[src/rtl/servo_pulse_decoder_if.sv]
// servo_pulse_decoder_if: servo input line plus decoded position/strobe/status outputs (master drives the pin, slave is the decoder)
interface servo_pulse_decoder_if;
  logic       servo_pulse;
  logic [7:0] pos;
  logic       valid;
  logic       err;
  logic       lost;
  modport master (output servo_pulse, input pos, valid, err, lost);
  modport slave (input servo_pulse, output pos, valid, err, lost);
endinterface

[src/rtl/servo_pulse_decoder.sv]
// servo_pulse_decoder: measures servo pulse high time and recovers position; ports clk, rst (async high), bus.slave (servo_pulse in; pos, valid, err, lost out)
module servo_pulse_decoder #(
  parameter int MIN_CYCLES     = 25000,
  parameter int STEP_CYCLES    = 98,
  parameter int MAX_CYCLES     = 62500,
  parameter int TIMEOUT_CYCLES = 625000
) (
  input logic                  clk,
  input logic                  rst,
  servo_pulse_decoder_if.slave bus
);
  localparam int SW = $clog2(STEP_CYCLES);
  typedef enum logic [1:0] {IDLE, HIGH_MIN, HIGH_POS, HIGH_OVER} state_t;
  state_t          state, state_n;
  logic            s1, s2, s3;
  logic            rise, fall;
  logic [19:0]     width, tcnt;
  logic [SW-1:0]   step;
  logic [7:0]      acc, pos_r;
  logic            valid_d, err_d, valid_r, err_r, lost_r;
  logic            wrap;
  assign rise = s2 & ~s3;
  assign fall = ~s2 & s3;
  assign wrap = step == SW'(STEP_CYCLES - 1);
  always_ff @(posedge clk or posedge rst)
    if (rst) state <= IDLE;
    else state <= state_n;
  // Leaving HIGH_MIN one count early means a fall in HIGH_MIN is always too short,
  // and a fall in HIGH_POS is always in range (HIGH_OVER is entered at exactly MAX).
  always_comb begin
    state_n = state;
    case (state)
      IDLE:      state_n = rise ? HIGH_MIN : IDLE;
      HIGH_MIN:  state_n = fall ? IDLE : (width == 20'(MIN_CYCLES - 1) ? HIGH_POS : HIGH_MIN);
      HIGH_POS:  state_n = fall ? IDLE : (width == 20'(MAX_CYCLES) ? HIGH_OVER : HIGH_POS);
      default:   state_n = fall ? IDLE : HIGH_OVER;
    endcase
  end
  always_comb begin
    valid_d = fall && state == HIGH_POS;
    err_d   = fall && (state == HIGH_MIN || state == HIGH_OVER);
  end
  // width counts the rise cycle too, so on the fall cycle it equals the pulse width;
  // in HIGH_POS step/acc hold (width-MIN) mod/div STEP.
  always_ff @(posedge clk or posedge rst)
    if (rst) begin
      s1      <= 1'b1;
      s2      <= 1'b1;
      s3      <= 1'b1;
      width   <= '0;
      tcnt    <= '0;
      step    <= '0;
      acc     <= '0;
      pos_r   <= '0;
      valid_r <= 1'b0;
      err_r   <= 1'b0;
      lost_r  <= 1'b0;
    end else begin
      s1      <= bus.servo_pulse;
      s2      <= s1;
      s3      <= s2;
      width   <= state == IDLE ? 20'd1 : (&width ? width : width + 20'd1);
      tcnt    <= rise ? '0 : (&tcnt ? tcnt : tcnt + 20'd1);
      step    <= state == HIGH_POS && !wrap ? step + SW'(1) : '0;
      acc     <= state != HIGH_POS ? '0 : (wrap && !(&acc) ? acc + 8'd1 : acc);
      pos_r   <= valid_d ? acc : pos_r;
      valid_r <= valid_d;
      err_r   <= err_d;
      lost_r  <= !valid_d && (lost_r || tcnt >= 20'(TIMEOUT_CYCLES));
    end
  assign bus.pos   = pos_r;
  assign bus.valid = valid_r;
  assign bus.err   = err_r;
  assign bus.lost  = lost_r;
endmodule
[src/flat_wrapper.sv]
// flat-port wrapper written by rule: the top's interface ports become plain ports
module servo_pulse_decoder_flat 
#(
  parameter int MIN_CYCLES     = 25000,
  parameter int STEP_CYCLES    = 98,
  parameter int MAX_CYCLES     = 62500,
  parameter int TIMEOUT_CYCLES = 625000
)
  (clk, rst, bus_servo_pulse, bus_pos, bus_valid, bus_err, bus_lost);
  servo_pulse_decoder_if bus_i ();
  input logic clk;
  input logic rst;
  input wire logic [$bits(bus_i.servo_pulse)-1:0] bus_servo_pulse;
  output wire logic [$bits(bus_i.pos)-1:0] bus_pos;
  output wire logic [$bits(bus_i.valid)-1:0] bus_valid;
  output wire logic [$bits(bus_i.err)-1:0] bus_err;
  output wire logic [$bits(bus_i.lost)-1:0] bus_lost;
  assign bus_i.servo_pulse = bus_servo_pulse;
  assign bus_pos = bus_i.pos;
  assign bus_valid = bus_i.valid;
  assign bus_err = bus_i.err;
  assign bus_lost = bus_i.lost;
  servo_pulse_decoder #(.MIN_CYCLES(MIN_CYCLES), .STEP_CYCLES(STEP_CYCLES), .MAX_CYCLES(MAX_CYCLES), .TIMEOUT_CYCLES(TIMEOUT_CYCLES)) u_core (.clk(clk), .rst(rst), .bus(bus_i));
endmodule
[config.mk]
export PLATFORM = sky130hd
export DESIGN_NAME = servo_pulse_decoder_flat
export DESIGN_NICKNAME = d
export VERILOG_FILES = /design/src/rtl/servo_pulse_decoder_if.sv /design/src/rtl/servo_pulse_decoder.sv /design/src/flat_wrapper.sv
export SDC_FILE = /design/constraint.sdc
export NUM_CORES = 1
export LEC_CHECK = 0
export ABC_AREA = 1
export CORE_MARGIN = 4
export CORE_UTILIZATION = 50
export CTS_BUF_LIST = sky130_fd_sc_hd__clkbuf_8
export DETAILED_ROUTE_END_ITERATION = 6
export DONT_BUFFER_PORTS = 1
export PLACE_DENSITY = 0.69
export REMOVE_ABC_BUFFERS = 1
export SETUP_SLACK_MARGIN = 0.15
export SYNTH_ARGS = -nofsm -noshare
export SYNTH_HDL_FRONTEND = slang
export SYNTH_SLANG_ARGS = --single-unit
[constraint.sdc]
create_clock -name clk -period 2.6 [get_ports clk]
set_clock_uncertainty 0.2 [all_clocks]
set_input_delay 0.52 -clock clk [delete_from_list [all_inputs] [get_ports clk]]
set_output_delay 0.52 -clock clk [all_outputs]
set_load 0.05 [all_outputs]
# Word level (Yosys, flattened, before mapping)
# Index checks and enable logic that the tools add are counted.
[classes]
magnitude_cmp = 1
eq_ne = 9
n_reduce_logical = 15
mux = 14
n_bitwise = 4
add_sub_neg = 4
[op_table]
columns = ["cell", "count"]
rows = [
  ["2-to-1 mux 20 bit", 4],
  ["adder 20 x 1 -> 20 bit, second input constant", 2],
  ["AND reduction 20 bit", 2],
  ["== test 20 x 15 -> 1 bit, second input constant", 1],
  ["== test 20 x 16 -> 1 bit, second input constant", 1],
  ["greater-or-equal comparator 20 bit, second input constant", 1],
  ["2-to-1 mux 8 bit", 2],
  ["adder 8 x 1 -> 8 bit, second input constant", 1],
  ["2-to-1 mux 2 bit", 4],
  ["AND reduction 8 bit", 1],
  ["adder 7 x 1 -> 7 bit, second input constant", 1],
  ["== test 7 bit, second input constant", 1],
  ["2-to-1 mux 7 bit", 1],
  ["one-hot mux 2 bit (3 select lines)", 1],
  ["logical AND 1 bit", 5],
  ["== test 2 bit, second input constant", 2],
  ["inequality test 2 x 1 -> 1 bit, second input constant", 2],
  ["zero test 1 bit", 3],
  ["AND 1 bit", 2],
  ["== test 2 x 1 -> 1 bit, second input constant", 1],
  ["zero test 2 bit", 1],
  ["logical OR 1 bit", 2],
  ["2-to-1 mux 1 bit", 2],
  ["inequality test 2 bit, second input constant", 1],
  ["other kinds (2)", 3],
]
[totals]
word_cells = 59
input_bits = 3
regBits = 71
out_inout_bits = 11

# Longest topological paths before layout
# Gate-level depths: netlist of the first run.
[depth]
word_depth = 5
depth_mapped = 10
depth_no_buf = 9

# Worst setup path before layout of the first run
# No wires, ideal clock.
[synth_path]
kind = "reg2reg"
start = "register u_core.width[0]"
end = "register u_core.width[11]"
synth_period_minus_slack_ns = 1.744
slack_ns = 0.856
required_ns = 2.335
setup_ns = 0.065
path_buffers = 1
path_stages_with_launch = 11
arrival_time_ns = 1.479
path_cell_list = "dfrtp_1 -> ha_1 -> nand2_2 -> nor2_4 -> nand2_2 -> nor2_4 -> nand2_2 -> clkinv_2 -> nand2_4 -> buf_6 -> nand2_1"
[synth_between]
elab_chain_cells = 3
elab_cells_between_ends = 5
classes_between = "add/sub (1); eq/ne (1); mux (2); reduce/logical (1)"
[synth_lines]
columns = ["item", "line", "source"]
rows = [
  ["start: declaration", "servo_pulse_decoder.sv:17", "logic [19:0] width, tcnt;"],
  ["start signal: assignment", "servo_pulse_decoder.sv:62", "width <= state == IDLE ? 20'd1 : (&width ? width : width + 20'd1);"],
  ["adder 20 x 1 -> 20 bit", "servo_pulse_decoder.sv:62", ""],
  ["2-to-1 mux 20 bit (2 in a row)", "servo_pulse_decoder.sv:62", ""],
]
# Several ways; a longest one is shown, not always the timed one. The select of a mux whose other input is x is not followed.
# A chain may end at the register's enable or synchronous reset.

# Worst setup path after layout of the first run
[layout_path]
start = "register u_core.tcnt[0]"
end = "register u_core.tcnt[19]"
[layout_between]
elab_chain_cells = 3
elab_cells_between_ends = 5
classes_between = "add/sub (1); eq/ne (1); mux (2); reduce/logical (1)"
[layout_lines]
columns = ["item", "line", "source"]
rows = [
  ["start: declaration", "servo_pulse_decoder.sv:17", ""],
  ["start signal: assignment", "servo_pulse_decoder.sv:63", "tcnt <= rise ? '0 : (&tcnt ? tcnt : tcnt + 20'd1);"],
  ["adder 20 x 1 -> 20 bit", "servo_pulse_decoder.sv:63", ""],
  ["2-to-1 mux 20 bit (2 in a row)", "servo_pulse_decoder.sv:63", ""],
]
# Several ways; a longest one is shown, not always the timed one. The select of a mux whose other input is x is not followed.

==> results of run 1 <==
-- metal layers --
metal	global-route usage, %	wire length, um	vias to the layer above	part of all wire (%)
met3	4.14	378	12	4.3
met5	0	0	-	0
li1	-	-	1831	-
met1	27.2	4170	1675	47
met4	7.45	156	0	1.8
met2	30.8	4190	79	47
-- state kept, by name (all words and copies together), names as in the netlist --
signal,count
u_core.state,2
u_core.s2,1
u_core.s3,1
u_core.bus.lost,1
u_core.bus.pos,8
u_core.tcnt,20
u_core.s1,1
u_core.step,7
u_core.width,20
u_core.acc,8
u_core.bus.valid,1
u_core.bus.err,1
-- cells by family (layout without fill, tap and decap cells) --
family | after synthesis | count (layout) | synth area share, %
buffers and inverters | 75 | 88 | 7.45
AOI/OAI and AO/OA | 36 | 36 | 4.91
DFF | 71 | 71 | 44.2
and+or+nand+nor | 374 | 374 | 40.4
adders and majority gates | 7 | 7 | 2.17
xor gates and xnor gates | 4 | 4 | 0.869
-- stage by stage --
stage                     cells  setup slack, ps  hold WS (ps)
after floorplan             558             88.4           145
after global placement      664              674           156
after detailed placement    664              547           155
after CTS                   682              506           161
after global routing        682              378           161
final                       682              488           153
-- worst min path at each step --
stage / startpoint / to / slack [ps] / cells past startpoint
2_1_floorplan: u_core.s1 / u_core.s2 / 150 / 0
5_1_grt: u_core.s1 / u_core.s2 / 160 / 0
3_5_place_dp: u_core.s1 / u_core.s2 / 150 / 0
6_report: u_core.s1 / u_core.s2 / 150 / 0
3_3_place_gp: u_core.s1 / u_core.s2 / 160 / 0
4_1_cts: u_core.s1 / u_core.s2 / 160 / 0
-- layout make-up --
cell class / instances / area (um^2)
inverter: 66 / 249
multi-input combinational: 421 / 1950
fill: 739 / 3370
timing repair buffer: 6 / 62.6
clock inverter: 7 / 105
tap: 102 / 128
sequential: 71 / 1780
clock buffer: 9 / 124
-- where the power goes --
group          switching (mW)  total (mW)  internal, mW  leakage [nW]
combinational           0.155       0.224        0.0688          1.10
clock                   0.463        1.02         0.553         0.112
sequential             0.0544        1.20          1.15         0.970
total                   0.673        2.44          1.77          2.18
-- cell usage in the layout, fill, tap and decap left out --
| cell type | count |
|---|---|
| nand4_1 | 15 |
| or2_2 | 7 |
| nand3_2 | 1 |
| a21oi_1 | 7 |
| nor3_1 | 6 |
| clkinv_1 | 1 |
| nor2_1 | 75 |
| nor2_4 | 3 |
| clkinvlp_4 | 1 |
| ha_1 | 7 |
| nand2_1 | 179 |
| buf_12 | 1 |
| inv_6 | 1 |
| inv_2 | 1 |
| o21ai_1 | 2 |
| inv_8 | 1 |
| a31o_2 | 1 |
| o21bai_1 | 2 |
| a31oi_1 | 1 |
| buf_4 | 3 |
| nand2_4 | 1 |
| o21ai_2 | 2 |
| and3_1 | 2 |
| clkinv_4 | 2 |
| nand2_2 | 3 |
| dlygate4sd3_1 | 2 |
| xor2_1 | 4 |
| o21ai_0 | 21 |
| inv_1 | 63 |
| nor2_2 | 4 |
| nor3b_1 | 2 |
| bufinv_16 | 2 |
| clkinv_2 | 1 |
| clkbuf_8 | 9 |
| nand3_1 | 76 |
| dfstp_2 | 3 |
| dfrtp_1 | 68 |
==> run metrics, run 1 <==
status=completed; setup repair bufs after CTS=0; Syn-to-layout area delta=9.13%; First DRT Iteration DRCs=142; Clk pin slew, worst setup/hold paths=90 ps; Crit path depth=8; LEAKAGE=~2.2 nW; router iterations before antenna repair=4; Via Count=3597; Worst EP arrival=roughly 2200 ps; worst r2r src=u_core.tcnt[0]; H-tree Lvls=3; Yosys top cell area share=42.2%; critical path's slowest cell=dfrtp_1; Max Fclk=0.474 GHz; ANT cells=0; final hold vios=0; core box area=between 7000 and 8000 um^2; Cells after Synth=567; port buffer count=0; Chip Width=97.8 um; Worst EP required=2690 ps; Critical Path, Cell by Cell=ha_1 > inv_1 > nor2_4 > nand2_1 > nor2_2 > nand3_2 > buf_4 > nand2_1; top cells by area, synth=dfrtp_1, nand2_1, nand3_1, nor2_1, inv_1; I/O pin cnt=14; share of cells above drive strength 1=8.10%; Final Net Count=585; CP Max Fanout=15; Final min period=between 2000 and 2500 ps; GP Congestion=between 1 and 1.5; first-pass GRT wire length=about 16000 um; Synth top cells by count=nand2_1, nand3_1, nor2_1, dfrtp_1, inv_1; Clock Path Buffers=2; Synth Flop Type=dfrtp_1; CP max stage delay=450 ps; Yosys cell types=30; total grt overflow=0; die area=9560 um^2; Worst setup SP type=flop; cells on worst reg2reg path=8; worst skew pair latency=350 ps; RSZ-0062 raised after global routing=no; final setup fails=0; Final period util=81.2%; post-synthesis area per instance=about 7.1 um^2; worst setup path category=reg -> reg; via-per-instance ratio=between 5 and 6; CTS Hold Buffers Added=2; Pins Over Slew Limit=0; worst slew pin tran=540 ps; post-CTS sizing=0; slew margin rel.=63.9%; PD cells=555 nW/um^2; worst setup path start=u_core.tcnt[0]; Sink Count=71; largest net degree at the start of global routing=52; RR Endpoint=u_core.tcnt[19]; Seq/Total Area, Yosys=44.2%; Critical Path End Type=flop; DP HPWL=6520 um; total global-route track usage=19.8%; Netlist Area Pre-Place=around 4000 um^2; CTS Root Cell=clkbuf_8; Residual DRC=0; CTS tree=done; Crit path top cell by count=nand2_1; maxcap violations=0; delay-heaviest family, CP=simple AND/OR/NAND/NOR gates; reg2reg setup slack=490 ps; cell taking the most area after synthesis=dfrtp_1; ys async rst share=100%; worst setup path endpoint=u_core.tcnt[19]; row count=32; TNS Setup=0 ps; Inserted Clock Buffers=9; fin util=56.6%; drt wl/cell=about 13 um; synthesized flop and latch total=71; fin area=4400 um^2; Power, Total=roughly 2.4 mW; Crit path buffers/inverters=2; Ys Warns=0; most frequent cell after synthesis=nand2_1; Die H=around 100 um; total routed wirelength=8890 um; post-route ant nets=0; hold crit path type=reg -> reg; vias in the first global route=3433; initial antenna violation count=0; dpl cell area=between 4000 and 5000 um^2; initial core utilization=51.9%; Post-synth EDFFs=0; Peak supply drop=0.353 mV
Power figures use the tool's default switching activity.
==> inputs of run 2 (changes only) <==
- PLACE_DENSITY: 0.69 -> 0.66
- clock period: 2.6 -> 2.2 ns (I/O delays scaled with it)
==> run metrics, run 2 (synthesis results as in run 1) <==
via-per-instance ratio=5.22; Final min period=1870 ps; top layer in use=met4; core box area=7770 um^2; router iterations before antenna repair=4; worst skew pair latency=360 ps; final setup fails=0; row count=32; Logic pwr share=9.1%; first-pass GRT wire length=about 16000 um; critical path's slowest cell=dfrtp_2; Clk pwr share=44.0%; total global-route track usage=between 10% and 20%; Syn-to-layout area delta=10.5%; H-tree Lvls=3; hold crit path type=reg -> reg; CTS Root Cell=clkbuf_8; initial core utilization=51.9%; setup repair bufs after CTS=0; ANT cells=0; RSZ-0062 raised after global routing=no; First DRT Iteration DRCs=130; PD cells=681 nW/um^2; worst slew pin tran=599 ps; biggest regs=u_core.tcnt: 20 flops, u_core.width: 20 flops; CTS tree=done; port buffer count=0; Residual DRC=0; Via Count=3583; CP max stage delay=440 ps; GP Congestion=0.922; total routed wirelength=around 9000 um; NetSw=0.813 mW; worst setup path category=reg -> reg; Critical Path, Cell by Cell=ha_4 > nand2_2 > nor2_4 > nand2_2 > nor2_4 > nand2_2 > clkinv_2 > nand2_4 > o21ai_1; Final Net Count=just under 600; Sink Count=71; length of routed met2 wiring=4270 um; status=completed; total grt overflow=0; Worst EP required=2280 ps; switching fraction of total power=26.8%; TNS Setup=0 ps; Worst setup SP type=flop; commonest non-fill, non-tap cell in the layout=nand2_1; maxcap violations=0; share of cells above drive strength 1=under 10%; fin util=a little under three fifths; Final period util=84.9%; die area=9560 um^2; drt wl/cell=roughly 13 um; reg2reg setup slack=about 330 ps; I/O pin cnt=14; Die H=97.8 um; post-route ant nets=0; Max Fclk=around 0.54 GHz; Crit path top cell by count=nand2_2; largest net degree at the start of global routing=between 40 and 50; Power, Total=about 3.0 mW; CP Max Fanout=16; Chip Width=97.8 um; Power Internal=2.22 mW; initial antenna violation count=0; Sequential Power Share=46.9%; vias in the first global route=3399; Met1 Wirelength=4120 um; Worst EP arrival=~2000 ps; Peak supply drop=0.453 mV; Critical Path End Type=flop; layout filler cell count=753; most frequent cells in the layout=nand2_1, nand3_1, nor2_1, dfrtp_1, inv_1; Pins Over Slew Limit=0; Clk pin slew, worst setup/hold paths=roughly 80 ps; DP HPWL=6590 um; met3 wire len=330 um; Inserted Clock Buffers=9; slew margin rel.=60.1%; final hold vios=0; LEAKAGE=2.21 nW; Clock Path Buffers=2
## run 2: power groups by stage
stage	clock network [mW]	registers [mW]	logic, mW
6_report	1.33	1.42	0.276
5_1_grt	1.42	1.43	0.319
4_1_cts	1.36	1.41	0.272
3_5_place_dp	0	1.44	0.268
3_3_place_gp	0	1.44	0.263
2_1_floorplan	0	1.43	0.192
## run 2: area by class of cell
type                    count  area (um^2)  share of cell area (%)
clock buffers               9          124                    2.78
clock inverters             7          128                    2.87
inverters                  66          249                    5.59
multi-input cells         421         1960                    44.0
flip-flops and latches     71         1780                    40.1
well taps                 102          128                    2.87
repair buffers             10         80.1                    1.80
## run 2: what timing repair did
item	in CTS	in global routing
endpoints found under the setup margin	0	19
hold buffers	2	0
endpoints found under the hold margin	69	0
gates resized for setup	0	5
## run 2: metrics by stage
stage          cells  area, um^2  hold WS [ps]  setup slack (ps)
2_1_floorplan    558        3980           145              -232
3_3_place_gp     668        4170           149               325
3_5_place_dp     668        4170           149               218
4_1_cts          686        4440           158               177
5_1_grt          686        4450           156               184
6_report         686        4450           157               331
## run 2: final timing paths
kind	from	endpoint	depth (start not counted)
min in group asynchronous	rst	u_core.bus.pos[3]	3
max reg2reg	u_core.width[0]	u_core.width[1]	9
max	u_core.width[0]	u_core.width[1]	9
min reg2reg	u_core.s1	u_core.s2	0
max in group asynchronous	rst	u_core.tcnt[0]	3
min	u_core.s1	u_core.s2	0
## run 2: layer usage
layer	up-vias	GRT usage, %
met5	-	0
met3	19	3.57
met1	1665	26.6
met4	0	10.0
li1	1827	-
met2	72	31.1
## run 2: worst max-delay path, delay by kind of cell, from the launching register on
| family | cells | cell delay [ps] |
|---|---|---|
| buf+inv | 1 | 80 |
| compound gates | 1 | 170 |
| simple gates | 6 | 700 |
| fa+ha+maj | 1 | 200 |
| flops | 1 | 440 |
